===== config.mk =====
export PLATFORM = sky130hd
export DESIGN_NAME = mem_resp_stage
export DESIGN_NICKNAME = d
export VERILOG_FILES = /design/src/rtl/mem_resp_stage.sv
export SDC_FILE = /design/constraint.sdc
export NUM_CORES = 1
export LEC_CHECK = 0
export CAP_MARGIN = 20
export CORE_MARGIN = 4
export CORE_UTILIZATION = 41
export DETAILED_ROUTE_END_ITERATION = 8
export GPL_TIMING_DRIVEN = 0
export PLACE_DENSITY = 0.81
export SKIP_CTS_REPAIR_TIMING = 1
export SLEW_MARGIN = 30
export SYNTH_ARGS = -nofsm -noshare
export SYNTH_HDL_FRONTEND = slang
export SYNTH_SLANG_ARGS = --single-unit
export TNS_END_PERCENT = 5

===== constraint.sdc =====
create_clock -name clk -period 7.17 [get_ports clk]
set_input_delay 1.7925 -clock clk [delete_from_list [all_inputs] [get_ports clk]]
set_output_delay 1.7925 -clock clk [all_outputs]
set_load 0.1 [all_outputs]

===== src/rtl/mem_resp_stage.sv =====
// MEM stage for the five-stage MIPS core: holds loads until data_ok, buffers under WB stall,
// aligns load data and drops stale beats after a flush. `define MS_UNALIGNED_LOAD_EN enables LWL/LWR merging.
module mem_resp_stage #(
   parameter int SIDE_W          = 64,
   parameter int MAX_OUTSTANDING = 2
) (
   input  logic              clk,
   input  logic              resetn,
   input  logic              ws_allowin,
   output logic              ms_allowin,
   input  logic              es_to_ms_valid,
   input  logic [31:0]       es_pc,
   input  logic [31:0]       es_alu_result,
   input  logic [31:0]       es_rt_value,
   input  logic [2:0]        es_load_op,
   input  logic              es_res_from_mem,
   input  logic              es_mem_req,
   input  logic              es_gr_we,
   input  logic [4:0]        es_dest,
   input  logic              es_ex,
   input  logic [SIDE_W-1:0] es_side,
   input  logic              es_req_killed,
   input  logic              data_sram_data_ok,
   input  logic [31:0]       data_sram_rdata,
   input  logic              ex_flush,
   output logic              ms_to_ws_valid,
   output logic [31:0]       ms_pc,
   output logic [31:0]       ms_final_result,
   output logic              ms_gr_we,
   output logic [4:0]        ms_dest,
   output logic [SIDE_W-1:0] ms_side,
   output logic              ms_fw_valid,
   output logic              ms_fw_stall,
   output logic              ms_ex
);

   localparam int CW = $clog2(MAX_OUTSTANDING + 1);

   logic          ms_valid;
   logic          resp_got;
   logic [CW-1:0] discard_cnt;

   logic          mem_req_r;
   logic          res_from_mem_r;
   logic          gr_we_r;
   logic          ex_r;
   logic [31:0]   pc_r;
   logic [31:0]   alu_result_r;
   logic [31:0]   rt_value_r;
   logic [2:0]    load_op_r;
   logic [4:0]    dest_r;
   logic [SIDE_W-1:0] side_r;
   logic [31:0]   rdata_buf;

   logic ms_ready_go;
   logic capture;
   logic leave;
   logic drop_beat;
   logic own_beat;
   logic flush_orphan;

   assign ms_ready_go    = !mem_req_r || resp_got || (data_sram_data_ok && discard_cnt == '0);
   assign ms_allowin     = !ms_valid || (ms_ready_go && ws_allowin);
   assign ms_to_ws_valid = ms_valid && ms_ready_go;
   assign capture        = es_to_ms_valid && ms_allowin;
   assign leave          = ms_to_ws_valid && ws_allowin;

   // Beats are strictly in order: stale ones owed to killed instructions come first.
   assign drop_beat    = data_sram_data_ok && (discard_cnt != '0);
   assign own_beat     = data_sram_data_ok && (discard_cnt == '0) && ms_valid && mem_req_r && !resp_got;
   assign flush_orphan = ex_flush && ms_valid && mem_req_r && !resp_got && !own_beat;

   always_ff @(posedge clk or negedge resetn) begin
      if (!resetn) begin
         ms_valid       <= 1'b0;
         resp_got       <= 1'b0;
         discard_cnt    <= '0;
         mem_req_r      <= 1'b0;
         res_from_mem_r <= 1'b0;
         gr_we_r        <= 1'b0;
         ex_r           <= 1'b0;
      end else begin
         if (ex_flush)
            ms_valid <= 1'b0;
         else if (ms_allowin)
            ms_valid <= es_to_ms_valid;

         if (capture) begin
            resp_got       <= 1'b0;
            mem_req_r      <= es_mem_req;
            res_from_mem_r <= es_res_from_mem;
            gr_we_r        <= es_gr_we;
            ex_r           <= es_ex;
         end else if (own_beat && !leave && !ex_flush) begin
            resp_got <= 1'b1;
         end

         discard_cnt <= discard_cnt + CW'(flush_orphan) + CW'(es_req_killed) - CW'(drop_beat);
      end
   end

   // Payload registers carry no reset; they are qualified by ms_valid everywhere.
   always_ff @(posedge clk) begin
      if (capture) begin
         pc_r         <= es_pc;
         alu_result_r <= es_alu_result;
         rt_value_r   <= es_rt_value;
         load_op_r    <= es_load_op;
         dest_r       <= es_dest;
         side_r       <= es_side;
      end
      if (own_beat && !leave)
         rdata_buf <= data_sram_rdata;
   end

   logic [31:0] ld_data;
   logic [31:0] load_val;
   logic [7:0]  byte_sel;
   logic [15:0] half_sel;
   logic [1:0]  addr_lo;

   assign addr_lo = alu_result_r[1:0];
   assign ld_data = resp_got ? rdata_buf : data_sram_rdata;

   always_comb begin
      byte_sel = ld_data[7:0];
      case (addr_lo)
         2'd0: byte_sel = ld_data[7:0];
         2'd1: byte_sel = ld_data[15:8];
         2'd2: byte_sel = ld_data[23:16];
         2'd3: byte_sel = ld_data[31:24];
         default: byte_sel = ld_data[7:0];
      endcase
      half_sel = addr_lo[1] ? ld_data[31:16] : ld_data[15:0];
   end

`ifdef MS_UNALIGNED_LOAD_EN
   logic [31:0] lwl_val;
   logic [31:0] lwr_val;

   always_comb begin
      lwl_val = ld_data;
      lwr_val = ld_data;
      case (addr_lo)
         2'd0: begin
            lwl_val = {ld_data[7:0],  rt_value_r[23:0]};
            lwr_val = ld_data;
         end
         2'd1: begin
            lwl_val = {ld_data[15:0], rt_value_r[15:0]};
            lwr_val = {rt_value_r[31:24], ld_data[31:8]};
         end
         2'd2: begin
            lwl_val = {ld_data[23:0], rt_value_r[7:0]};
            lwr_val = {rt_value_r[31:16], ld_data[31:16]};
         end
         2'd3: begin
            lwl_val = ld_data;
            lwr_val = {rt_value_r[31:8], ld_data[31:24]};
         end
         default: begin
            lwl_val = ld_data;
            lwr_val = ld_data;
         end
      endcase
   end
`else
   logic unused_rt;
   assign unused_rt = ^rt_value_r;
`endif

   always_comb begin
      load_val = ld_data;
      case (load_op_r)
         3'd1: load_val = {{24{byte_sel[7]}}, byte_sel};
         3'd2: load_val = {24'd0, byte_sel};
         3'd3: load_val = {{16{half_sel[15]}}, half_sel};
         3'd4: load_val = {16'd0, half_sel};
`ifdef MS_UNALIGNED_LOAD_EN
         3'd5: load_val = lwl_val;
         3'd6: load_val = lwr_val;
`endif
         default: load_val = ld_data;
      endcase
   end

   assign ms_final_result = res_from_mem_r ? load_val : alu_result_r;
   assign ms_pc           = pc_r;
   assign ms_gr_we        = gr_we_r;
   assign ms_dest         = dest_r;
   assign ms_side         = side_r;
   assign ms_fw_valid     = ms_valid && gr_we_r;
   assign ms_fw_stall     = ms_valid && res_from_mem_r && !ms_ready_go;
   assign ms_ex           = ms_valid && ex_r;

endmodule


# Yosys cells after proc, flatten, opt, wreduce, memory -nomap -nowiden
# Cells that the tools add are included.
# classes
n_mux	9
addsub	3
n_eq_ne	7
reduce_logical	34
# ops
cell	n
32-bit one-hot mux with 4 select lines	1
32-bit two-way mux	2
8-bit one-hot mux with 4 select lines	1
1-bit logical AND	19
16-bit two-way mux	1
1-bit zero test	7
3-bit by 2-bit == test with 1-bit output, second input constant	2
2-bit nonzero test	3
2-bit by 1-bit adder with 2-bit output	2
2-bit == test, second input constant	2
2-bit zero test	2
1-bit two-way mux	4
3-bit by 1-bit == test with 1-bit output, second input constant	1
3-bit == test, second input constant	1
1-bit logical OR	3
2-bit by 1-bit == test with 1-bit output, second input constant	1
2-bit by 1-bit subtractor with 2-bit output	1
# totals
regBits	176
in_bits	211
wordCells	66

# Depth between registers and ports, before layout
# Gate-level depths: netlist of run 1.
# logic_depth
ltp_word	10
mapped_depth	8
ltp_nobuf	6

# Worst setup path after synthesis of run 1
# OpenSTA, ideal clock, no wires.
# synth_timing
kind	input to register
startpoint	in data_sram_data_ok
endpoint	reg ex_r
t_arrival_ns	6.771
t_required_ns	7.085
path_slack_ns	0.314
stages	4
setup_ns	0.085
cell_sequence	nor3b_1 o21ai_0 a21boi_2 mux2_2
# synth_via
elab_chain_cells	5
# synth_lines
item	line_no	source
start, declared	23	input logic data_sram_data_ok,
1-bit logical AND	62	assign ms_ready_go = !mem_req_r || resp_got || (data_sram_data_ok && discard_cnt == '0);
1-bit logical OR	62	
1-bit logical AND	63	assign ms_allowin = !ms_valid || (ms_ready_go && ws_allowin);
1-bit logical OR	63	
1-bit logical AND	65	assign capture = es_to_ms_valid && ms_allowin;
net capture	56	logic capture;
end signal, assigned	93	ex_r <= es_ex;
end, declared	46	logic ex_r;
# The timed path passes the listed nets, and every way through them passes these cells.
# A chain may end at the register's enable or synchronous reset.

# Worst setup path in the final report of run 1
# layout_timing
startpoint	in data_sram_rdata[15]
endpoint	out ms_final_result[22]
# layout_via
elab_chain_cells	4
elab_cells_between_ends	5
classes_between	5 x mux
# layout_lines
item	line_no	source
start, declared	24	input logic [31:0] data_sram_rdata,
32-bit two-way mux (*)	123	assign ld_data = resp_got ? rdata_buf : data_sram_rdata;
8-bit one-hot mux with 4 select lines / 16-bit two-way mux (equally long branches)	127, 134	
32-bit one-hot mux with 4 select lines (*)	174	case (load_op_r)
32-bit two-way mux (*)	187	assign ms_final_result = res_from_mem_r ? load_val : alu_result_r;
end, declared	28	output logic [31:0] ms_final_result,
# Every way passes the cells marked *; elsewhere a longest branch is shown, timed or not.

==> run_results.csv, run 1 <==
group,metric,value,unit
status,status,"complete, no violations",
cells_and_area,final_util,67.0,%
cells_and_area,fin_nets,964,
sta,max_freq,0.152,GHz
setup_path,worstPathArrival,4.77,ns
synthesis,syn-num-nets,617,
power_and_ir_drop,power_density,294,nW/um^2
die,rows,47,
setup_path,r2r-start,"discard_cnt[1]",
die,die_y,139,um
die,die_area,19400,sq um
synthesis,yosys_warnings,0,
routing,wirelength,23.9,mm
cts,htreeDepth,4,
global_route,gr-total-overflow,0,
cells_and_area,drive_above_1_share,14.3,%
hold_path,hp-class,"flop to flop",
cells_and_area,antennaDiodeCount,0,
placed_design,hpwl,19.3,mm
setup_path,crit_path_end_kind,"output port",
synthesis,syn_area_per_cell,17.5,sq um
power_and_ir_drop,ir_drop,0.376,mV
cells_and_area,syn_to_final_growth,58.8,%
synthesis,yosysSeqAreaShare,74.2,%
sta,min_period,6.56,ns
cts,cts_sinks,176,
sta,setup_viol,0,
die,ios,350,
power_and_ir_drop,total_power,0.00330,W
cts,worstSkewPairLatency,0.43,ns
job,cap_violations,0,
sta,slew_headroom,28.9,%
hold_path,min_from,"ex_r",
sta,setup_slack,0.611,ns
setup_path,path_max_fanout,10,
sta,drv_slew,0,
synthesis,postSynthCellCount,404,
setup_path,crit_chain,"clkdlybuf4s50_1, mux4_2, mux2i_4, o311ai_4, buf_4, o22a_1, clkdlybuf4s50_1",
routing,first_pass_iters,5,
routing,ant_nets,0,
global_route,grt_use_total,24.3,%
synthesis,synth_cell_type_count,49,
placed_design,pre_cts_slack,0.631,ns
sta,finalCritPeriodShare,91.5,%
cts,clk_pin_slew,0.07,ns
cts,cts_tree,"built",
synthesis,synth_area,7070,sq um
cts,cts_buffers,17,
synthesis,synth_edf_count,168,
synthesis,postSynth.asyncResetShare,4.55,%
setup_path,cpMaxStageDelayCell,"clkdlybuf4s50_1",
setup_path,crit_top_cell,"clkdlybuf4s50_1",
synthesis,ys.flop_type,"edfxtp_1",
setup_path,crit_type,"input pin to output port",
setup_path,cp.required,5.38,ns
setup_path,startpoint_type,"input pin",
sta,whs,0.523,ns
routing,vias_per_cell,5.28,
die,design.core.area,16800,sq um
synthesis,ys_ff_latch,176,
setup_path,crit_start,"data_sram_rdata[15]",
placed_design,gp_congestion,0.943,
placed_design,placed_cell_area,10600,sq um
global_route,antenna_found_initial,4,
global_route,grt_max_degree,23,
die,initial_utilization,42.2,%
routing,drtIter0Drc,356,
cells_and_area,fin_area,11200,sq um
routing,vias,5198,
placed_design,io_buffers,317,
global_route,grt_pass1_wl,34.8,mm
routing,wl_per_cell,24.3,um
power_and_ir_drop,leakage,3.93,nW
routing,drc,0,
sta,rsz0062_at_grt,"false",
sta,fin_skew,0.0101,ns
setup_path,slowest_delay,1.18,ns
global_route,grt_pass1_vias,5635,
cts,root_buffer,"clkbuf_16",
sta,worst_pin_slew,1.06,ns
cts,clockBufferDepth,2,
sta,hold_violations,0,
die,die_w,139,um
==> report_power, final <==
group	total [W]	internal (W)	switching [W]
clock	0.000930	0.000499	0.000430
sequential	0.00124	0.00121	0.0000283
combinational	0.00114	0.000314	0.000823
==> state kept, by name, summed over array words and instances, names as in the netlist <==
name,cells
alu_result_r,32
discard_cnt,2
ex_r,1
load_op_r,3
mem_req_r,1
ms_dest,5
ms_gr_we,1
ms_pc,32
ms_side,64
ms_valid,1
rdata_buf,32
res_from_mem_r,1
resp_got,1
==> worst max-delay path: cells and delay by family <==
family	cells	cell delay, ns
buffers and inverters	3	1.96
muxes	2	0.37
AOI/OAI and AO/OA	2	0.63
==> cell usage after synthesis (all sizes together), types with 5 or more instances <==
cell type | count | area [sq um]
a31oi | 12 | 75.1
inv | 6 | 22.5
edfxtp | 168 | 5040
mux2i | 18 | 193
a21oi | 5 | 25.0
mux4 | 11 | 248
dfrtp | 8 | 200
clkbuf | 9 | 33.8
nand2b | 10 | 62.6
nor2 | 34 | 128
a22oi | 6 | 45.0
nand2 | 14 | 52.6
buf | 13 | 104
a32oi | 7 | 61.3
o22a | 17 | 149
o32a | 5 | 53.8
mux2 | 18 | 203
==> through the flow <==
stage	std cells	setup TNS (ns)
6_report	984	0
5_1_grt	984	0
4_1_cts	984	0
3_5_place_dp	952	0
3_3_place_gp	941	-186.52
2_1_floorplan	404	0
==> routing by layer <==
metal / global-route usage [%] / wire [um]
met2: 43.4 / 12700
met5: 0 / 49
met3: 9.78 / 2100
met4: 8.44 / 717
met1: 26.0 / 8320
==> area by class of cell <==
cell class	count	area (sq um)
Buffer	22	138
Inverter	6	22.5
Clock inverter	14	169
Fill cell	1165	5530
Sequential cell	176	5250
Multi-Input combinational cell	200	1680
Clock buffer	18	429
Tap cell	220	275
Timing Repair Buffer	328	3270
==> cells in the final DEF, fill, tap and decap left out, types with 4 or more instances in the layout <==
cell | Yosys | final
xnor2_1 | 4 | 4
a31oi_1 | 12 | 12
inv_8 | 0 | 5
a32oi_1 | 7 | 7
buf_4 | 4 | 8
mux2_2 | 18 | 18
clkbuf_16 | 0 | 17
mux4_2 | 11 | 11
nor2_1 | 34 | 34
a21oi_1 | 5 | 5
mux2i_1 | 17 | 17
edfxtp_1 | 168 | 168
buf_6 | 5 | 5
clkdlybuf4s50_1 | 0 | 300
buf_16 | 0 | 4
dfrtp_1 | 8 | 8
clkbuf_1 | 9 | 10
o21ai_0 | 4 | 4
o22a_1 | 17 | 17
nand2_1 | 14 | 14
buf_2 | 2 | 19
nand2b_1 | 10 | 10
inv_1 | 6 | 6
a22oi_1 | 6 | 6
==> final timing paths <==
path,end,slack [ns],depth (start not counted)
hold / removal,ex_r,0.52,1
max in group asynchronous,discard_cnt[1],5.24,1
hold reg to reg,ex_r,0.52,1
setup reg to reg,ms_pc[0],4.46,6
min in group asynchronous,ms_gr_we,1.66,1
setup / recovery,ms_final_result[22],0.61,7
==> logic make-up after synthesis <==
group | Yosys count | share of synthesized area (%)
buf+inv | 28 | 2.27
xor+xnor | 5 | 0.619
fa+ha+maj | 2 | 0.460
flops | 176 | 74.2
mux | 47 | 9.10
compound gates | 69 | 8.11
simple gates | 77 | 5.26
Note: power is estimated with default switching activity, not from simulation.
==> run 2, diff against run 1 <==
--- a/config.mk
+++ b/config.mk
@@ -7,11 +7,13 @@
 export LEC_CHECK = 0
 export CAP_MARGIN = 20
 export CORE_MARGIN = 4
-export CORE_UTILIZATION = 41
+export CORE_UTILIZATION = 39
 export DETAILED_ROUTE_END_ITERATION = 8
 export GPL_TIMING_DRIVEN = 0
-export PLACE_DENSITY = 0.81
+export HOLD_SLACK_MARGIN = 0.02
+export PLACE_DENSITY = 0.78
 export SKIP_CTS_REPAIR_TIMING = 1
+export SKIP_LAST_GASP = 1
 export SLEW_MARGIN = 30
 export SYNTH_ARGS = -nofsm -noshare
 export SYNTH_HDL_FRONTEND = slang
==> run_results.csv, run 2 (same netlist as run 1, synthesis figures left out) <==
group,metric,value,unit
placed_design,hpwl,18.8,mm
global_route,grt_max_degree,24,
hold_path,min_from,"ex_r",
sta,setup_viol,0,
sta,whs,0.539,ns
cts,clk_pin_slew,0.07,ns
power_and_ir_drop,seq_power_share,37.9,%
routing,wirelength,23.3,mm
routing,drtIter0Drc,406,
die,design.core.area,17500,sq um
setup_path,slowest_delay,1.15,ns
cts,root_buffer,"clkbuf_16",
cells_and_area,drive_above_1_share,14.7,%
power_and_ir_drop,ir_drop,0.235,mV
placed_design,placed_cell_area,10600,sq um
cells_and_area,fillers,1247,
setup_path,cpMaxStageDelayCell,"clkdlybuf4s50_1",
global_route,grt_pass1_vias,5447,
routing,first_pass_iters,5,
die,initial_utilization,40.3,%
job,cap_violations,0,
power_and_ir_drop,power_density,292,nW/um^2
sta,max_freq,0.153,GHz
power_and_ir_drop,p_clk_share,27.3,%
setup_path,startpoint_type,"input pin",
sta,fin_skew,0.0104,ns
power_and_ir_drop,leakage,3.91,nW
sta,rsz0062_at_grt,"false",
global_route,grt_pass1_wl,33.7,mm
cts,htreeDepth,4,
setup_path,worstReg2RegEnd,"ms_pc[22]",
sta,min_period,6.53,ns
hold_path,hold_path_end,"ex_r",
setup_path,worstPathArrival,4.73,ns
sta,hold_violations,0,
hold_path,hold_path_depth,1,
setup_path,r2r-start,"discard_cnt[1]",
power_and_ir_drop,intPower,0.00198,W
sta,worst_pin_slew,1.04,ns
power_and_ir_drop,p_sw,0.00128,W
setup_path,cp.required,5.38,ns
cells_and_area,final_common_cell,"clkdlybuf4s50_1",
sta,finalCritPeriodShare,91.0,%
setup_path,crit_type,"input pin to output port",
sta,slew_headroom,30.3,%
setup_path,r2r_cells,6,
status,status,"complete, no violations",
global_route,antenna_found_initial,6,
cells_and_area,syn_to_final_growth,58.1,%
setup_path,path_max_fanout,10,
setup_path,crit_path_end_kind,"output port",
power_and_ir_drop,switching_share,39.1,%
die,ios,350,
cts,cts_buffers,17,
routing,ant_nets,0,
cells_and_area,largest_register_ffs,64,
cells_and_area,final_cell_mix,"297 x clkdlybuf4s50_1, 168 x edfxtp_1, 34 x nor2_1, 22 x buf_2, 18 x mux2_2",
routing,drc,0,
die,die_y,143,um
power_and_ir_drop,p_comb_share,34.8,%
sta,drv_slew,0,
cells_and_area,fin_area,11200,sq um
cells_and_area,fin_nets,964,
setup_path,crit_chain,"clkdlybuf4s50_1, mux4_2, mux2i_4, o311ai_4, buf_4, o22a_1, clkdlybuf4s50_1",
cts,cts_tree,"built",
cts,clockBufferDepth,2,
hold_path,hp-class,"flop to flop",
routing,wl_per_cell,23.5,um
cts,cts_sinks,176,
setup_path,r2r_slack,4.43,ns
die,die_w,143,um
global_route,grt_use_total,22.7,%
placed_design,gp_congestion,0.973,
global_route,gr-total-overflow,0,
routing,vias_per_cell,5.24,
cts,worstSkewPairLatency,0.43,ns
setup_path,crit_top_cell,"clkdlybuf4s50_1",
cells_and_area,final_util,63.7,%
cells_and_area,antennaDiodeCount,0,
die,die_area,20300,sq um
routing,vias,5185,
placed_design,io_buffers,317,
die,rows,48,
run 2: changes by cell type in the layout (fill, tap and decap cells not counted), sizes merged:
cell | previous run | this run
clkdlybuf4s50 | 300 | 297
clkinv | 4 | 5
bufinv | 1 | 0
clkinvlp | 2 | 1
inv | 13 | 14
buf | 41 | 44
run 2: worst max-delay path: cells and delay by family:
kind                   cells  cell delay [ns]
AO/OA/AOI/OAI              2             0.63
multiplexers               2             0.37
buffers and inverters      3             1.93
run 2: final cells by class:
type | instances | area [sq um] | area share, %
sequential | 176 | 5250 | 46.9
timing repair buffer | 328 | 3250 | 29.0
multi-input combinational | 200 | 1680 | 15.0
clock buffer | 18 | 429 | 3.84
tap | 225 | 282 | 2.52
clock inverter | 14 | 138 | 1.23
buffer | 22 | 138 | 1.23
inverter | 6 | 22.5 | 0.202
run 2: through the flow:
step	TNS (ns)	total power, W	setup slack (ns)	std cells
2_1_floorplan	0	0.00205	0.314	404
3_3_place_gp	-200.33	0.00238	-1.71	946
3_5_place_dp	0	0.00239	0.655	957
4_1_cts	0	0.00328	0.642	989
5_1_grt	0	0.00336	0.563	989
6_report	0	0.00326	0.644	989
run 2: worst max-delay path by stage:
stage | from | endpoint | slack, ns | depth (start not counted)
2_1_floorplan | data_sram_data_ok | ex_r | 0.31 | 4
3_3_place_gp | data_sram_data_ok | res_from_mem_r | -1.71 | 5
3_5_place_dp | data_sram_rdata[15] | ms_final_result[30] | 0.66 | 7
4_1_cts | data_sram_rdata[15] | ms_final_result[30] | 0.64 | 7
5_1_grt | data_sram_rdata[31] | ms_final_result[29] | 0.56 | 7
6_report | data_sram_rdata[15] | ms_final_result[29] | 0.64 | 7
run 2: metal layers:
metal,global-route usage (%),share of wire (%),up-vias
met5,0,0.34,-
met2,40.8,53,295
met1,24.2,33,2529
met4,6.65,2.4,12
li1,-,-,2304
met3,9.61,10,45
run 2: power by group through the flow:
stage / clock network (W) / registers, W / logic (W)
2_1_floorplan: 0 / 0.00156 / 0.000494
3_3_place_gp: 0 / 0.00127 / 0.00111
3_5_place_dp: 0 / 0.00126 / 0.00113
4_1_cts: 0.000903 / 0.00124 / 0.00114
5_1_grt: 0.000952 / 0.00124 / 0.00116
6_report: 0.000890 / 0.00124 / 0.00113
